**src/rtl/nonce_ctrl_pkg.sv**
```systemverilog
//------------------------------------------------------------------------------
// nonce_ctrl_pkg -- shared state/status encodings for the nonce search controller. Rev 1.0
//------------------------------------------------------------------------------
`default_nettype none

package nonce_ctrl_pkg;

  localparam int DEF_PARTITIONBITS = 4;
  localparam int ROUNDBITS         = 32 - DEF_PARTITIONBITS;

  typedef enum logic [1:0] {
    IDLE   = 2'd0,
    RUN    = 2'd1,
    DRAIN  = 2'd2,
    REPORT = 2'd3
  } state_t;

  typedef enum logic [1:0] {
    FOUND     = 2'd0,
    EXHAUSTED = 2'd1,
    ABORTED   = 2'd2
  } status_t;

endpackage

`default_nettype wire

```
**src/rtl/nonce_search_ctrl_inflight.sv**
```systemverilog
//------------------------------------------------------------------------------
// inflight_tracker -- counts issued-but-unretired rounds, exposes next-cycle flags. Rev 1.0
//------------------------------------------------------------------------------
`default_nettype none

module inflight_tracker #(
  parameter int MAX_INFLIGHT = 16
) (
  input  logic clk,
  input  logic rst_n,
  input  logic inc,
  input  logic dec,
  output logic full_next,
  output logic empty_next
);

  localparam int                C_CW   = $clog2(MAX_INFLIGHT) + 1;
  localparam logic [C_CW-1:0]   C_FULL = C_CW'(MAX_INFLIGHT);

  logic [C_CW-1:0] r_count;
  logic [C_CW-1:0] w_count_next;
  logic            w_dec_ok;

  // Retires with nothing outstanding (e.g. stale responses after reset) are dropped.
  assign w_dec_ok = dec && (r_count != '0);

  always_comb begin
    w_count_next = r_count;
    if (inc && !w_dec_ok)
      w_count_next = r_count + 1'b1;
    else if (!inc && w_dec_ok)
      w_count_next = r_count - 1'b1;
  end

  always_ff @(posedge clk or negedge rst_n) begin
    if (!rst_n)
      r_count <= '0;
    else
      r_count <= w_count_next;
  end

  assign full_next  = (w_count_next == C_FULL);
  assign empty_next = (w_count_next == '0);

endmodule

`default_nettype wire

```
**src/rtl/nonce_search_ctrl.sv**
```systemverilog
//------------------------------------------------------------------------------
// nonce_search_ctrl -- issues rounds for one mining job, drains, reports one result. Rev 1.0
//------------------------------------------------------------------------------
`default_nettype none

module nonce_search_ctrl
  import nonce_ctrl_pkg::*;
#(
  parameter int PARTITIONBITS = 4,
  parameter int MAX_INFLIGHT  = 16,
  parameter int JOBIDBITS     = 8
) (
  input  logic                      clk,
  input  logic                      rst,
  input  logic                      job_valid_i,
  output logic                      job_ready_o,
  input  logic [JOBIDBITS-1:0]      job_id_i,
  input  logic [32-PARTITIONBITS-1:0] job_rounds_i,
  input  logic                      abort_i,
  output logic                      proc_valid_o,
  output logic                      proc_newblock_o,
  input  logic                      dec_valid_i,
  input  logic                      dec_success_i,
  input  logic [31:0]               dec_nonce_i,
  output logic                      res_valid_o,
  input  logic                      res_ready_i,
  output logic [1:0]                res_status_o,
  output logic [31:0]               res_nonce_o,
  output logic [JOBIDBITS-1:0]      res_job_id_o,
  output logic                      busy_o
);

  localparam int C_ROUND_W = 32 - PARTITIONBITS;
  localparam int C_COUNT_W = C_ROUND_W + 1;

  state_t                 r_state;
  status_t                r_status;
  logic [JOBIDBITS-1:0]   r_job_id;
  logic [C_COUNT_W-1:0]   r_limit;
  logic [C_COUNT_W-1:0]   r_issued;
  logic [31:0]            r_nonce;
  logic                   r_found;
  logic                   r_aborted;
  logic                   r_proc_valid;
  logic                   r_newblock;
  logic                   r_res_valid;
  logic                   r_job_ready;
  logic                   r_busy;

  logic                   w_issue;
  logic                   w_hit;
  logic                   w_full_next;
  logic                   w_empty_next;
  logic [C_COUNT_W-1:0]   w_issued_next;
  status_t                w_status;

  assign w_issue       = r_proc_valid;
  assign w_hit         = dec_valid_i && dec_success_i;
  assign w_issued_next = r_issued + {{(C_COUNT_W-1){1'b0}}, w_issue};

  inflight_tracker #(
    .MAX_INFLIGHT (MAX_INFLIGHT)
  ) u_inflight (
    .clk        (clk),
    .rst_n      (rst),
    .inc        (w_issue),
    .dec        (dec_valid_i),
    .full_next  (w_full_next),
    .empty_next (w_empty_next)
  );

  // Status as it will stand once this cycle's hit/abort are folded in.
  always_comb begin
    w_status = EXHAUSTED;
    if (r_found || w_hit)
      w_status = FOUND;
    else if (r_aborted || abort_i)
      w_status = ABORTED;
  end

  always_ff @(posedge clk or negedge rst) begin
    if (!rst) begin
      r_state      <= IDLE;
      r_status     <= FOUND;
      r_job_id     <= '0;
      r_limit      <= '0;
      r_issued     <= '0;
      r_nonce      <= '0;
      r_found      <= 1'b0;
      r_aborted    <= 1'b0;
      r_proc_valid <= 1'b0;
      r_newblock   <= 1'b0;
      r_res_valid  <= 1'b0;
      r_job_ready  <= 1'b1;
      r_busy       <= 1'b0;
    end else begin
      r_proc_valid <= 1'b0;
      r_newblock   <= 1'b0;
      r_issued     <= w_issued_next;
      case (r_state)
        IDLE: begin
          if (job_valid_i) begin
            r_job_id     <= job_id_i;
            r_limit      <= (job_rounds_i == '0) ? {1'b1, {C_ROUND_W{1'b0}}}
                                                 : {1'b0, job_rounds_i};
            r_issued     <= '0;
            r_nonce      <= '0;
            r_found      <= 1'b0;
            r_aborted    <= 1'b0;
            r_proc_valid <= 1'b1;
            r_newblock   <= 1'b1;
            r_job_ready  <= 1'b0;
            r_busy       <= 1'b1;
            r_state      <= RUN;
          end
        end
        RUN: begin
          if (abort_i)
            r_aborted <= 1'b1;
          if (w_hit) begin
            r_found <= 1'b1;
            r_nonce <= dec_nonce_i;
            r_state <= DRAIN;
          end else if (abort_i) begin
            r_state <= DRAIN;
          end else if (w_issue && (w_issued_next == r_limit)) begin
            r_state <= DRAIN;
          end else begin
            r_proc_valid <= !w_full_next;
          end
        end
        DRAIN: begin
          if (abort_i)
            r_aborted <= 1'b1;
          if (w_hit && !r_found) begin
            r_found <= 1'b1;
            r_nonce <= dec_nonce_i;
          end
          if (w_empty_next) begin
            r_status    <= w_status;
            r_res_valid <= 1'b1;
            r_state     <= REPORT;
          end
        end
        REPORT: begin
          if (res_ready_i) begin
            r_res_valid <= 1'b0;
            r_job_ready <= 1'b1;
            r_busy      <= 1'b0;
            r_state     <= IDLE;
          end
        end
        default: r_state <= IDLE;
      endcase
    end
  end

  assign job_ready_o     = r_job_ready;
  assign proc_valid_o    = r_proc_valid;
  assign proc_newblock_o = r_newblock;
  assign res_valid_o     = r_res_valid;
  assign res_status_o    = r_status;
  assign res_nonce_o     = r_nonce;
  assign res_job_id_o    = r_job_id;
  assign busy_o          = r_busy;

endmodule

`default_nettype wire

```
**config.mk**
```make
export PLATFORM = sky130hd
export DESIGN_NAME = nonce_search_ctrl
export DESIGN_NICKNAME = d
export VERILOG_FILES = /design/src/rtl/nonce_ctrl_pkg.sv /design/src/rtl/nonce_search_ctrl_inflight.sv /design/src/rtl/nonce_search_ctrl.sv
export SDC_FILE = /design/constraint.sdc
export NUM_CORES = 1
export LEC_CHECK = 0
export BUFFER_PORTS_ARGS = -buffer_cell sky130_fd_sc_hd__buf_2
export CAP_MARGIN = 20
export CORE_UTILIZATION = 51
export CTS_CLUSTER_SIZE = 14
export DETAILED_ROUTE_END_ITERATION = 8
export PLACE_DENSITY = 0.77
export SETUP_SLACK_MARGIN = 0.02
export SLEW_MARGIN = 20
export SYNTH_ARGS = -nofsm -noshare
export SYNTH_HDL_FRONTEND = slang
export SYNTH_SLANG_ARGS = --single-unit
```
**constraint.sdc**
```tcl
create_clock -name clk -period 3.2 [get_ports clk]
set_input_delay 0.16 -clock clk [delete_from_list [all_inputs] [get_ports clk]]
set_output_delay 0.16 -clock clk [all_outputs]
set_load 0.01 [all_outputs]
```
==> impl_metrics.ini, run 1 <==
[timing]
final_report_setup_violation_count = 0
final.setup.worst_slack_ns = 0.0799
fin_tns_setup_ns = 0
slew_headroom_pct = 40.7
finClkSkew_ns = 0.0103
grt_setup_unrepaired = yes
report.final.slew_viol_count = 0
hold_viol_final = 0
worst_pin_slew_ns = 0.888
post-route-period-util_pct = 97.5
timing.final.crit_period_ns = 3.12
fmaxAchievable_mhz = 321

[clock_network]
path_clk_slew_ns = 0.06
clock_tree_from_tritoncts = done
cts_inserted_buffers = 17
cts-root-buf = sky130_fd_sc_hd__clkbuf_16
cts_max_path_buffers = 2
cts.sink_count = 114
clock_tree.htree_level_count = 4
clock_latency_of_the_later_clocked_register_in_the_worst_skew_pair_ns = 0.42

[yosys]
synth.top_cell.area_share_pct = 44.0
postSynthAreaPerCell_sq_um = 9.27
postSynth.asyncResetShare_pct = 100
synth_most_common_cell = sky130_fd_sc_hd__nand2_1
ys_top_cells_by_count = sky130_fd_sc_hd__nand2_1 (131), sky130_fd_sc_hd__dfrtp_1 (113), sky130_fd_sc_hd__nor2_1 (53)
mappedNetlistArea_sq_um = 6420
synthTopCellsByArea = sky130_fd_sc_hd__dfrtp_1 (44%), sky130_fd_sc_hd__nand2_1 (7.7%), sky130_fd_sc_hd__xnor2_1 (4.0%)
number_of_different_library_cells_in_the_post_synthesis_netlist = 75
yosysSeqAreaShare_pct = 44.4
post_synth_inst_count = 693
synth.ff_latch_count = 114
syn_nets = 779
synth.yosys.warnings = 0
synthFlopType = sky130_fd_sc_hd__dfrtp_1
yosys.area.top_type = sky130_fd_sc_hd__dfrtp_1
synth_edf_count = 0

[cells_and_area]
layout-area-overhead-vs-synth_pct = 38.3
fill_cell_instance_count_of_the_final_layout = 829
num-nets-final = 1005
drive_above_1_share_pct = 27.3
post-route-util_pct = 73.0
antenna-diode-count = 0

[power_and_ir_drop]
maximum_vdd_ir_drop_mv = 0.531
p_leak_uw = 0.00423
power_density_nw_per_um2 = 846

[routing]
drt_first_pass_iters = 6
route.antenna.remaining_nets = 0
detail_route.wl_per_cell_microns = 20.8
vias_per_cell = 6.04
drt-initial-drc-count = 586
wl_microns = 22800
drt_drc_violations_left = 0
dr_total_vias = 6641

[placed_design]
dp_hpwl_microns = 14000
gp_congestion = 0.932
io_buffer_count = 121
dp_worst_setup_slack_ns = -0.0167

[status]
run_status = finished, final reports clean

[run]
cap_violations = 0

[grt]
number_of_antenna_violations_at_the_first_check_in_global_routing = 0
global_route.usage.total_pct = 36.6
total_overflow_reported_by_the_global_router = 0
first_pass_grt_wire_length_microns = 35900
vias_in_the_first_global_route = 6814
grt_start_max_net_pins = 69

[worst_setup_path]
end_kind = flop
crit_path_start_kind = flop
arrival_ns = 3.47
critical_path_class = reg2reg
worst_ep_required_time_ns = 3.55
worstPathMaxFanout = 4

[die]
floorplan.initialDensity_pct = 52.8
floorplan.die.height_microns = 114
die_width_microns = 114
fp.dieArea_sq_um = 13000
num_io_pins = 122
core_area_sq_um = 12200
num_rows = 40

[worst_hold_path]
hold_path.class = in2reg
==> flip-flops by register name (all words and copies together) (netlist names), 2 cells and up <==
register            cells
res_job_id_o            8
r_issued               29
res_status_o            2
r_state                 2
res_nonce_o            32
r_limit                29
u_inflight.r_count      5
==> kinds of logic (layout without fill, tap and decap cells) <==
kind of cell               Yosys count  in the layout  synth area share (%)
AOI/OAI and AO/OA                  108            108                  12.2
xor gates and xnor gates            55             55                  8.36
adders and majority gates           11             11                  2.14
buffers and inverters               56            295                  4.34
DFF                                114            114                  44.4
muxes                                4              4                 0.643
and+or+nand+nor                    345            345                  27.9
==> metal layers <==
| metal | GRT usage (%) | wire length [microns] | up-vias | part of all wire, % |
|---|---|---|---|---|
| met4 | 15.3 | 831 | 0 | 3.6 |
| met2 | 59.6 | 11000 | 392 | 48 |
| met3 | 8.52 | 1900 | 84 | 8.3 |
| li1 | - | - | 2920 | - |
| met5 | 0 | 0 | - | 0 |
| met1 | 47.0 | 9110 | 3245 | 40 |
==> what timing repair did <==
action                     in CTS  in global routing
buffers inserted                0                  9
gates resized for setup         3                 20
hold buffers                   66                  0
setup endpoints to repair       2                  4
hold endpoints to repair      130                  0
pin swaps                       0                 14
==> cell type report <==
type / instances / area, sq um / share of cell area, %
clock buffer: 22 / 464 / 5.23
tap: 168 / 210 / 2.37
sequential: 114 / 2860 / 32.2
inverter: 16 / 60.1 / 0.676
clock inverter: 10 / 136 / 1.54
multi-input combinational: 523 / 3410 / 38.4
timing repair buffer: 247 / 1740 / 19.6
==> stage by stage <==
stage,hold WS (ns),total power (uW),cells,cell area [sq um]
floorplan,-0.136,4240,693,6470
global placement,0.311,5070,993,7460
detailed placement,0.319,5190,993,7460
CTS,0.00616,7240,1091,8740
global route,0.0192,7890,1100,8880
finish,0.0240,7520,1100,8880
==> report_power, final <==
group	internal [uW]	switching, uW
registers	1940	493
logic	1270	1830
clock network	1260	717
total	4470	3040
==> placed cells by master, fill, tap and decap left out, types with 4 or more instances in the layout <==
cell / Yosys / routed
sky130_fd_sc_hd__nand2_1: 131 / 131
sky130_fd_sc_hd__buf_2: 1 / 120
sky130_fd_sc_hd__dfrtp_1: 113 / 110
sky130_fd_sc_hd__dlygate4sd3_1: 0 / 66
sky130_fd_sc_hd__buf_4: 6 / 59
sky130_fd_sc_hd__nor2_1: 53 / 52
sky130_fd_sc_hd__nand3_1: 43 / 43
sky130_fd_sc_hd__xnor2_1: 29 / 28
sky130_fd_sc_hd__xor2_1: 22 / 22
sky130_fd_sc_hd__a22o_1: 22 / 22
sky130_fd_sc_hd__o21ai_0: 20 / 19
sky130_fd_sc_hd__nand4_1: 18 / 18
sky130_fd_sc_hd__a21oi_1: 19 / 18
sky130_fd_sc_hd__clkbuf_16: 0 / 17
sky130_fd_sc_hd__inv_1: 15 / 14
sky130_fd_sc_hd__nor4_1: 14 / 12
sky130_fd_sc_hd__nor3_1: 13 / 11
sky130_fd_sc_hd__ha_1: 11 / 8
sky130_fd_sc_hd__and4_1: 7 / 7
sky130_fd_sc_hd__or4_1: 7 / 7
sky130_fd_sc_hd__nor2b_1: 7 / 7
sky130_fd_sc_hd__or3_1: 6 / 6
sky130_fd_sc_hd__and2_1: 7 / 6
sky130_fd_sc_hd__nand2b_1: 5 / 5
sky130_fd_sc_hd__nand4b_1: 5 / 5
sky130_fd_sc_hd__nor4b_1: 4 / 4
sky130_fd_sc_hd__o21a_1: 4 / 4
sky130_fd_sc_hd__o31ai_1: 5 / 4
sky130_fd_sc_hd__xnor3_1: 4 / 4
==> worst max-delay path, stage by stage, from the launching register on <==
cell	delay [ns]
sky130_fd_sc_hd__dfrtp_2	0.42
sky130_fd_sc_hd__ha_4	0.18
sky130_fd_sc_hd__ha_4	0.15
sky130_fd_sc_hd__buf_4	0.14
sky130_fd_sc_hd__xnor2_1	0.23
sky130_fd_sc_hd__xor2_1	0.18
sky130_fd_sc_hd__o311a_1	0.25
sky130_fd_sc_hd__nand4b_1	0.14
sky130_fd_sc_hd__a2111o_1	0.39
sky130_fd_sc_hd__or4_1	0.48
sky130_fd_sc_hd__o31ai_4	0.31
sky130_fd_sc_hd__a31o_1	0.18
==> final timing paths <==
check,start,to,slack (ns),cells past startpoint
setup / recovery,proc_valid_o$_DFF_PN0_,r_state[1]$_DFFE_PN0P_,0.08,11
hold / removal,dec_nonce_i[8],res_nonce_o[8]$_DFFE_PN0P_,0.02,3
setup reg to reg,proc_valid_o$_DFF_PN0_,r_state[1]$_DFFE_PN0P_,0.08,11
hold reg to reg,res_nonce_o[7]$_DFFE_PN0P_,res_nonce_o[7]$_DFFE_PN0P_,0.47,2
max in group asynchronous,rst,res_job_id_o[7]$_DFFE_PN0P_,1.86,3
min in group asynchronous,rst,res_job_id_o[0]$_DFFE_PN0P_,0.39,2
No activity file was read; power rests on OpenSTA's default activity.
==> run 2, diff against run 1 <==
--- a/config.mk
+++ b/config.mk
@@ -7,10 +7,14 @@
 export LEC_CHECK = 0
 export BUFFER_PORTS_ARGS = -buffer_cell sky130_fd_sc_hd__buf_2
 export CAP_MARGIN = 20
-export CORE_UTILIZATION = 51
+export CELL_PAD_IN_SITES_DETAIL_PLACEMENT = 1
+export CELL_PAD_IN_SITES_GLOBAL_PLACEMENT = 2
+export CORE_ASPECT_RATIO = 0.75
+export CORE_MARGIN = 8
+export CORE_UTILIZATION = 31
 export CTS_CLUSTER_SIZE = 14
 export DETAILED_ROUTE_END_ITERATION = 8
-export PLACE_DENSITY = 0.77
+export PLACE_DENSITY_LB_ADDON = 0.1
 export SETUP_SLACK_MARGIN = 0.02
 export SLEW_MARGIN = 20
 export SYNTH_ARGS = -nofsm -noshare
==> run 2 against run 1 <==
Final area increased by 4.3%. Clock-buffer cell count decreased by 4. Cell count up 9.5%. Sequential power is essentially flat. Routed wire length rose by 7.2%. Core utilization is 27 points lower. Worst hold slack improved by 0.0058 ns. Fmax down 0.23%. Global-route usage decreased by 17 points. Register-to-register slack barely moved. Critical path depth is the same. Clock power grew 9%.
==> impl_metrics.ini, run 2 (synthesized netlist as in run 1, its figures left out) <==
[status]
run_status = finished, final reports clean

[timing]
hold_viol_final = 0
worst_pin_slew_ns = 0.900
grt_setup_unrepaired = yes
fin_tns_setup_ns = 0
final_report_setup_violation_count = 0
fmaxAchievable_mhz = 320
final.setup.worst_slack_ns = 0.0728
report.final.slew_viol_count = 0
timing.final.crit_period_ns = 3.13
slew_headroom_pct = 40.0
finClkSkew_ns = 0.0102
post-route-period-util_pct = 97.7

[routing]
detail_route.wl_per_cell_microns = 20.3
vias_per_cell = 5.17
route.antenna.remaining_nets = 0
drt-initial-drc-count = 346
drt_drc_violations_left = 0
wl_microns = 24500
drt_first_pass_iters = 4
dr_total_vias = 6232

[clock_network]
clock_tree.htree_level_count = 4
clock_latency_of_the_later_clocked_register_in_the_worst_skew_pair_ns = 0.42
cts-root-buf = sky130_fd_sc_hd__clkbuf_16
path_clk_slew_ns = 0.06
cts.sink_count = 114
cts_inserted_buffers = 17
clock_tree_from_tritoncts = done
cts_max_path_buffers = 2

[placed_design]
placedInstanceArea_sq_um = 7640
dp_hpwl_microns = 17900
gp_congestion = 0.902
io_buffer_count = 121
place.detailed.instances = 1091
dp_worst_setup_slack_ns = -0.0831

[worst_hold_path]
holdPathStages = 3
min_from = job_rounds_i[16]
hold-path-endpoint = r_limit[16]$_DFFE_PN0P_
hold_path.class = in2reg

[cells_and_area]
largest_register_ff_count = 32
antenna-diode-count = 0
final_cell_mix = sky130_fd_sc_hd__nand2_1 (131), sky130_fd_sc_hd__buf_2 (120), sky130_fd_sc_hd__dfrtp_1 (105)
layout-area-overhead-vs-synth_pct = 44.2
final-seq-area_sq_um = 2860
final_cell_area_sq_um = 9260
layout.cells.most_common = sky130_fd_sc_hd__nand2_1
final-instance-count-excl-fill = 1205
drive_above_1_share_pct = 30.3
num-nets-final = 1020
multi_input_area_sq_um = 3500
fill_cell_instance_count_of_the_final_layout = 2322

[worst_setup_path]
timing.critical_path.cells = ha_4 > ha_4 > nand4_1 > buf_6 > or3_1 > o21ai_0 > a21oi_1 > or4_1 > or4_4 > o21a_1 > a31o_1
slack_of_the_worst_reg_to_reg_path_ns = 0.07
arrival_ns = 3.43
crit_slowest_cell = sky130_fd_sc_hd__or4_1
crit_path_start_kind = flop
end_kind = flop
critical_path_class = reg2reg
worst_ep_required_time_ns = 3.50
rr_startpoint = r_issued[0]$_DFF_PN0_
r2r-end = r_state[1]$_DFFE_PN0P_
reg2regPathDepth = 11
worstPathMaxFanout = 6
crit_path_max_incr_delay_ns = 0.54
worst_path_most_repeated_cell = sky130_fd_sc_hd__ha_4

[die]
num_rows = 45
die_width_microns = 182
core_area_sq_um = 20300
floorplan.die.height_microns = 141
floorplan.initialDensity_pct = 31.7
fp.dieArea_sq_um = 25600
num_io_pins = 122

[run]
cap_violations = 0

[grt]
first_pass_grt_wire_length_microns = 38800
number_of_antenna_violations_at_the_first_check_in_global_routing = 1
total_overflow_reported_by_the_global_router = 0
grt_start_max_net_pins = 65
vias_in_the_first_global_route = 6742
global_route.usage.total_pct = 19.2

[power_and_ir_drop]
p_leak_uw = 0.00433
power_density_nw_per_um2 = 844
maximum_vdd_ir_drop_mv = 0.640
[run 2: worst max-delay path: cells and delay by family, from the launching register on]
family	cells	cell delay [ns]
AOI/OAI and AO/OA	4	0.66
adders and majority gates	2	0.29
buffers and inverters	1	0.16
DFF	1	0.37
and+or+nand+nor	4	1.51
[run 2: how the worst max path moves through the flow]
stage | startpoint | to
after CTS | u_inflight.r_count[1]$_DFF_PN0_ | r_state[1]$_DFFE_PN0P_
after floorplan | proc_valid_o$_DFF_PN0_ | r_state[1]$_DFFE_PN0P_
after global placement | r_issued[0]$_DFF_PN0_ | r_state[1]$_DFFE_PN0P_
after detailed placement | r_issued[0]$_DFF_PN0_ | r_state[1]$_DFFE_PN0P_
final | r_issued[0]$_DFF_PN0_ | r_state[1]$_DFFE_PN0P_
after global routing | r_issued[15]$_DFF_PN0_ | r_state[1]$_DFFE_PN0P_
[run 2: where the power goes]
part           switching (uW)  total [uW]  leakage (uW)  internal, uW
sequential                501        2440       0.00146          1940
combinational            1870        3210       0.00256          1340
clock                     747        2160      0.000314          1410
[run 2: layer usage]
metal | global-route usage [%] | vias to the layer above | part of all wire [%] | wire, microns
met3 | 5.29 | 21 | 5.2 | 1280
met4 | 4.09 | 2 | 0.96 | 236
met2 | 28.4 | 144 | 44 | 10700
li1 | - | 2952 | - | -
met5 | 0 | - | 0.053 | 13
met1 | 27.4 | 3113 | 50 | 12200
[run 2: area by class of cell]
cell class | instances | area share (%)
Clock buffer | 18 | 4.74
Clock inverter | 14 | 2.43
Inverter | 16 | 0.649
Multi-Input combinational cell | 523 | 37.8
Sequential cell | 114 | 30.9
Tap cell | 258 | 3.49
Timing Repair Buffer | 262 | 20.0
[run 2: through the flow]
| stage | util [%] | total power, uW | hold slack, ns |
|---|---|---|---|
| finish | 45.7 | 7810 | 0.0298 |
| global route | 45.7 | 8340 | 0.0472 |
| CTS | 44.7 | 7760 | 0.00938 |
| detailed placement | 37.7 | 5450 | 0.344 |
| global placement | 37.7 | 5360 | 0.333 |
| floorplan | - | 4240 | -0.136 |
[run 2: timing repair]
action,in CTS,in global routing
pin swaps,5,10
hold endpoints to repair,130,0
endpoints found under the setup margin,2,5
hold buffers,68,0
gates resized for setup,8,31
setup buffers,4,10
==> run 3, diff against run 2 <==
--- a/config.mk
+++ b/config.mk
@@ -11,7 +11,7 @@
 export CELL_PAD_IN_SITES_GLOBAL_PLACEMENT = 2
 export CORE_ASPECT_RATIO = 0.75
 export CORE_MARGIN = 8
-export CORE_UTILIZATION = 31
+export CORE_UTILIZATION = 34
 export CTS_CLUSTER_SIZE = 14
 export DETAILED_ROUTE_END_ITERATION = 8
 export PLACE_DENSITY_LB_ADDON = 0.1
==> constraint.sdc (replaced) <==
create_clock -name clk -period 3.3 [get_ports clk]
set_input_delay 0.165 -clock clk [delete_from_list [all_inputs] [get_ports clk]]
set_output_delay 0.165 -clock clk [all_outputs]
set_load 0.01 [all_outputs]
==> run 3 against run 2 <==
Via count down 0.66%. Clock skew up 0.0032 ns. Non-clock buffer count down 14. Clock power down 18%. Sequential power down 5%. Cell count down 2.2%. Critical path type unchanged. Largest cell class unchanged.
==> impl_metrics.ini, run 3 (synthesized netlist as in run 1, its figures left out) <==
[clock_network]
path_clk_slew_ns = 0.06
clock_latency_of_the_later_clocked_register_in_the_worst_skew_pair_ns = 0.43
cts_inserted_buffers = 17
cts.sink_count = 114
cts_max_path_buffers = 2
cts-root-buf = sky130_fd_sc_hd__clkbuf_16
clock_tree.htree_level_count = 4
clock_tree_from_tritoncts = done

[timing]
worst_pin_slew_ns = 0.974
timing.final.crit_period_ns = 3.20
report.final.slew_viol_count = 0
grt_setup_unrepaired = yes
fmaxAchievable_mhz = 312
slew_headroom_pct = 35.1
hold_viol_final = 0
finClkSkew_ns = 0.0134
post-route-period-util_pct = 97.1
final_report_setup_violation_count = 0
final.setup.worst_slack_ns = 0.0970

[grt]
number_of_antenna_violations_at_the_first_check_in_global_routing = 0
total_overflow_reported_by_the_global_router = 0
vias_in_the_first_global_route = 6722
grt_start_max_net_pins = 71
first_pass_grt_wire_length_microns = 37200
global_route.usage.total_pct = 19.9

[cells_and_area]
final-instance-count-excl-fill = 1179
multi_input_area_sq_um = 3420
drive_above_1_share_pct = 27.7
fill_cell_instance_count_of_the_final_layout = 2140
largest_register_ff_count = 32
layout.cells.most_common = sky130_fd_sc_hd__nand2_1
post-route-util_pct = 48.4
layout-area-overhead-vs-synth_pct = 39.4
final-seq-area_sq_um = 2860
final_cell_mix = sky130_fd_sc_hd__nand2_1 (131), sky130_fd_sc_hd__buf_2 (120), sky130_fd_sc_hd__dfrtp_1 (110)
num-nets-final = 1006
antenna-diode-count = 0

[power_and_ir_drop]
p_leak_uw = 0.00419
power_density_nw_per_um2 = 799
maximum_vdd_ir_drop_mv = 0.332

[worst_setup_path]
worst_path_dominant_cell_family = simple AND/OR/NAND/NOR gates
worst_path_most_repeated_cell = sky130_fd_sc_hd__or4_4
timing.critical_path.cells = ha_4 > ha_2 > nand4_1 > buf_6 > nor4_4 > xnor2_2 > a2111o_1 > or4_4 > or4_4 > o21a_1 > a31o_1
worstPathMaxFanout = 6
crit_path_start_kind = flop
critPathLaunch = r_issued[0]$_DFF_PN0_
crit_slowest_cell = sky130_fd_sc_hd__or4_4
r2r-end = r_state[1]$_DFFE_PN0P_
slack_of_the_worst_reg_to_reg_path_ns = 0.1
worstPathBufferInverterCount = 1
arrival_ns = 3.50
crit_path_max_incr_delay_ns = 0.51
rr_startpoint = r_issued[0]$_DFF_PN0_
reg2regPathDepth = 11
critical_path_class = reg2reg
end_kind = flop
worst_ep_required_time_ns = 3.60

[die]
floorplan.die.height_microns = 135
core_area_sq_um = 18500
num_io_pins = 122
die_width_microns = 175
fp.dieArea_sq_um = 23600
num_rows = 43
floorplan.initialDensity_pct = 34.7

[status]
run_status = finished, final reports clean

[routing]
drt_drc_violations_left = 0
dr_total_vias = 6191
wl_microns = 23300
drt-initial-drc-count = 310
drt_first_pass_iters = 4
detail_route.wl_per_cell_microns = 19.8
vias_per_cell = 5.25
route.antenna.remaining_nets = 0

[placed_design]
dp_hpwl_microns = 16800
dp_worst_setup_slack_ns = -0.0544
io_buffer_count = 121
gp_congestion = 0.940
place.detailed.instances = 1075

[worst_hold_path]
min_from = job_rounds_i[27]
hold-path-endpoint = r_limit[27]$_DFFE_PN0P_
holdPathStages = 2
hold_path.class = in2reg

[run]
cap_violations = 0
[run 3: changes by cell type in the layout (fill, tap and decap cells not counted), moves of 3 or more]
cell and delta:
sky130_fd_sc_hd__dfrtp_2 -5, sky130_fd_sc_hd__dfrtp_1 +5, sky130_fd_sc_hd__bufinv_16 -4, sky130_fd_sc_hd__buf_4 -13, sky130_fd_sc_hd__or4_1 -3
[run 3: report_power, final]
part	leakage [uW]	switching [uW]	total, uW	internal (uW)
Sequential	0.00147	446	2330	1880
Clock	0.000270	712	1770	1060
Combinational	0.00246	1790	3050	1270
[run 3: worst max path at each step]
stage,end,slack (ns),cells past startpoint
final,r_state[1]$_DFFE_PN0P_,0.1,11
after global routing,r_state[1]$_DFFE_PN0P_,0.003,11
after CTS,r_state[1]$_DFFE_PN0P_,0.02,8
after detailed placement,r_state[1]$_DFFE_PN0P_,-0.05,10
after global placement,r_state[1]$_DFFE_PN0P_,-0.08,10
after floorplan,r_state[1]$_DFFE_PN0P_,0.03,11
[run 3: repair_timing]
action                                  4_1_cts  5_1_grt
resized for setup                             2       24
endpoints found under the setup margin        2        4
cloned                                        0        0
setup buffers                                 1        5
pin swaps                                     0        5
hold buffers                                 67        0
hold endpoints to repair                    134        0
[run 3: worst register-to-register path, cell delays in order, from the launching register on]
cell and delay [ns]:
sky130_fd_sc_hd__dfrtp_1 0.37, sky130_fd_sc_hd__ha_4 0.16, sky130_fd_sc_hd__ha_2 0.17, sky130_fd_sc_hd__nand4_1 0.11
sky130_fd_sc_hd__buf_6 0.17, sky130_fd_sc_hd__nor4_4 0.30, sky130_fd_sc_hd__xnor2_2 0.11, sky130_fd_sc_hd__a2111o_1 0.35
sky130_fd_sc_hd__or4_4 0.51, sky130_fd_sc_hd__or4_4 0.43, sky130_fd_sc_hd__o21a_1 0.20, sky130_fd_sc_hd__a31o_1 0.19
[run 3: final cells by class]
cell class              count  area share [%]
repair buffers            248            19.5
clock inverters            13            1.42
well taps                 247            3.45
multi-input cells         523            38.2
inverters                  16           0.670
clock buffers              18            4.90
flip-flops and latches    114            31.9
[run 3: routing by layer]
metal	vias up	part of all wire [%]	track usage, %
li1	2926	-	-
met5	-	0	0
met3	27	5.4	4.77
met1	3077	50	28.5
met2	161	43	28.9
met4	0	1.8	6.20
[run 3: per-stage QoR]
| stage | hold slack [ns] | setup TNS [ns] | instance area, sq um | total power, uW |
|---|---|---|---|---|
| 4_1_cts | 0.00254 | 0 | 8800 | 7070 |
| 3_5_place_dp | 0.359 | -0.0693 | 7550 | 5190 |
| 5_1_grt | 0.0116 | 0 | 8960 | 7660 |
| 2_1_floorplan | -0.131 | 0 | 6420 | 4090 |
| 3_3_place_gp | 0.355 | -0.151 | 7550 | 5080 |
| 6_report | 0.0160 | 0 | 8960 | 7150 |
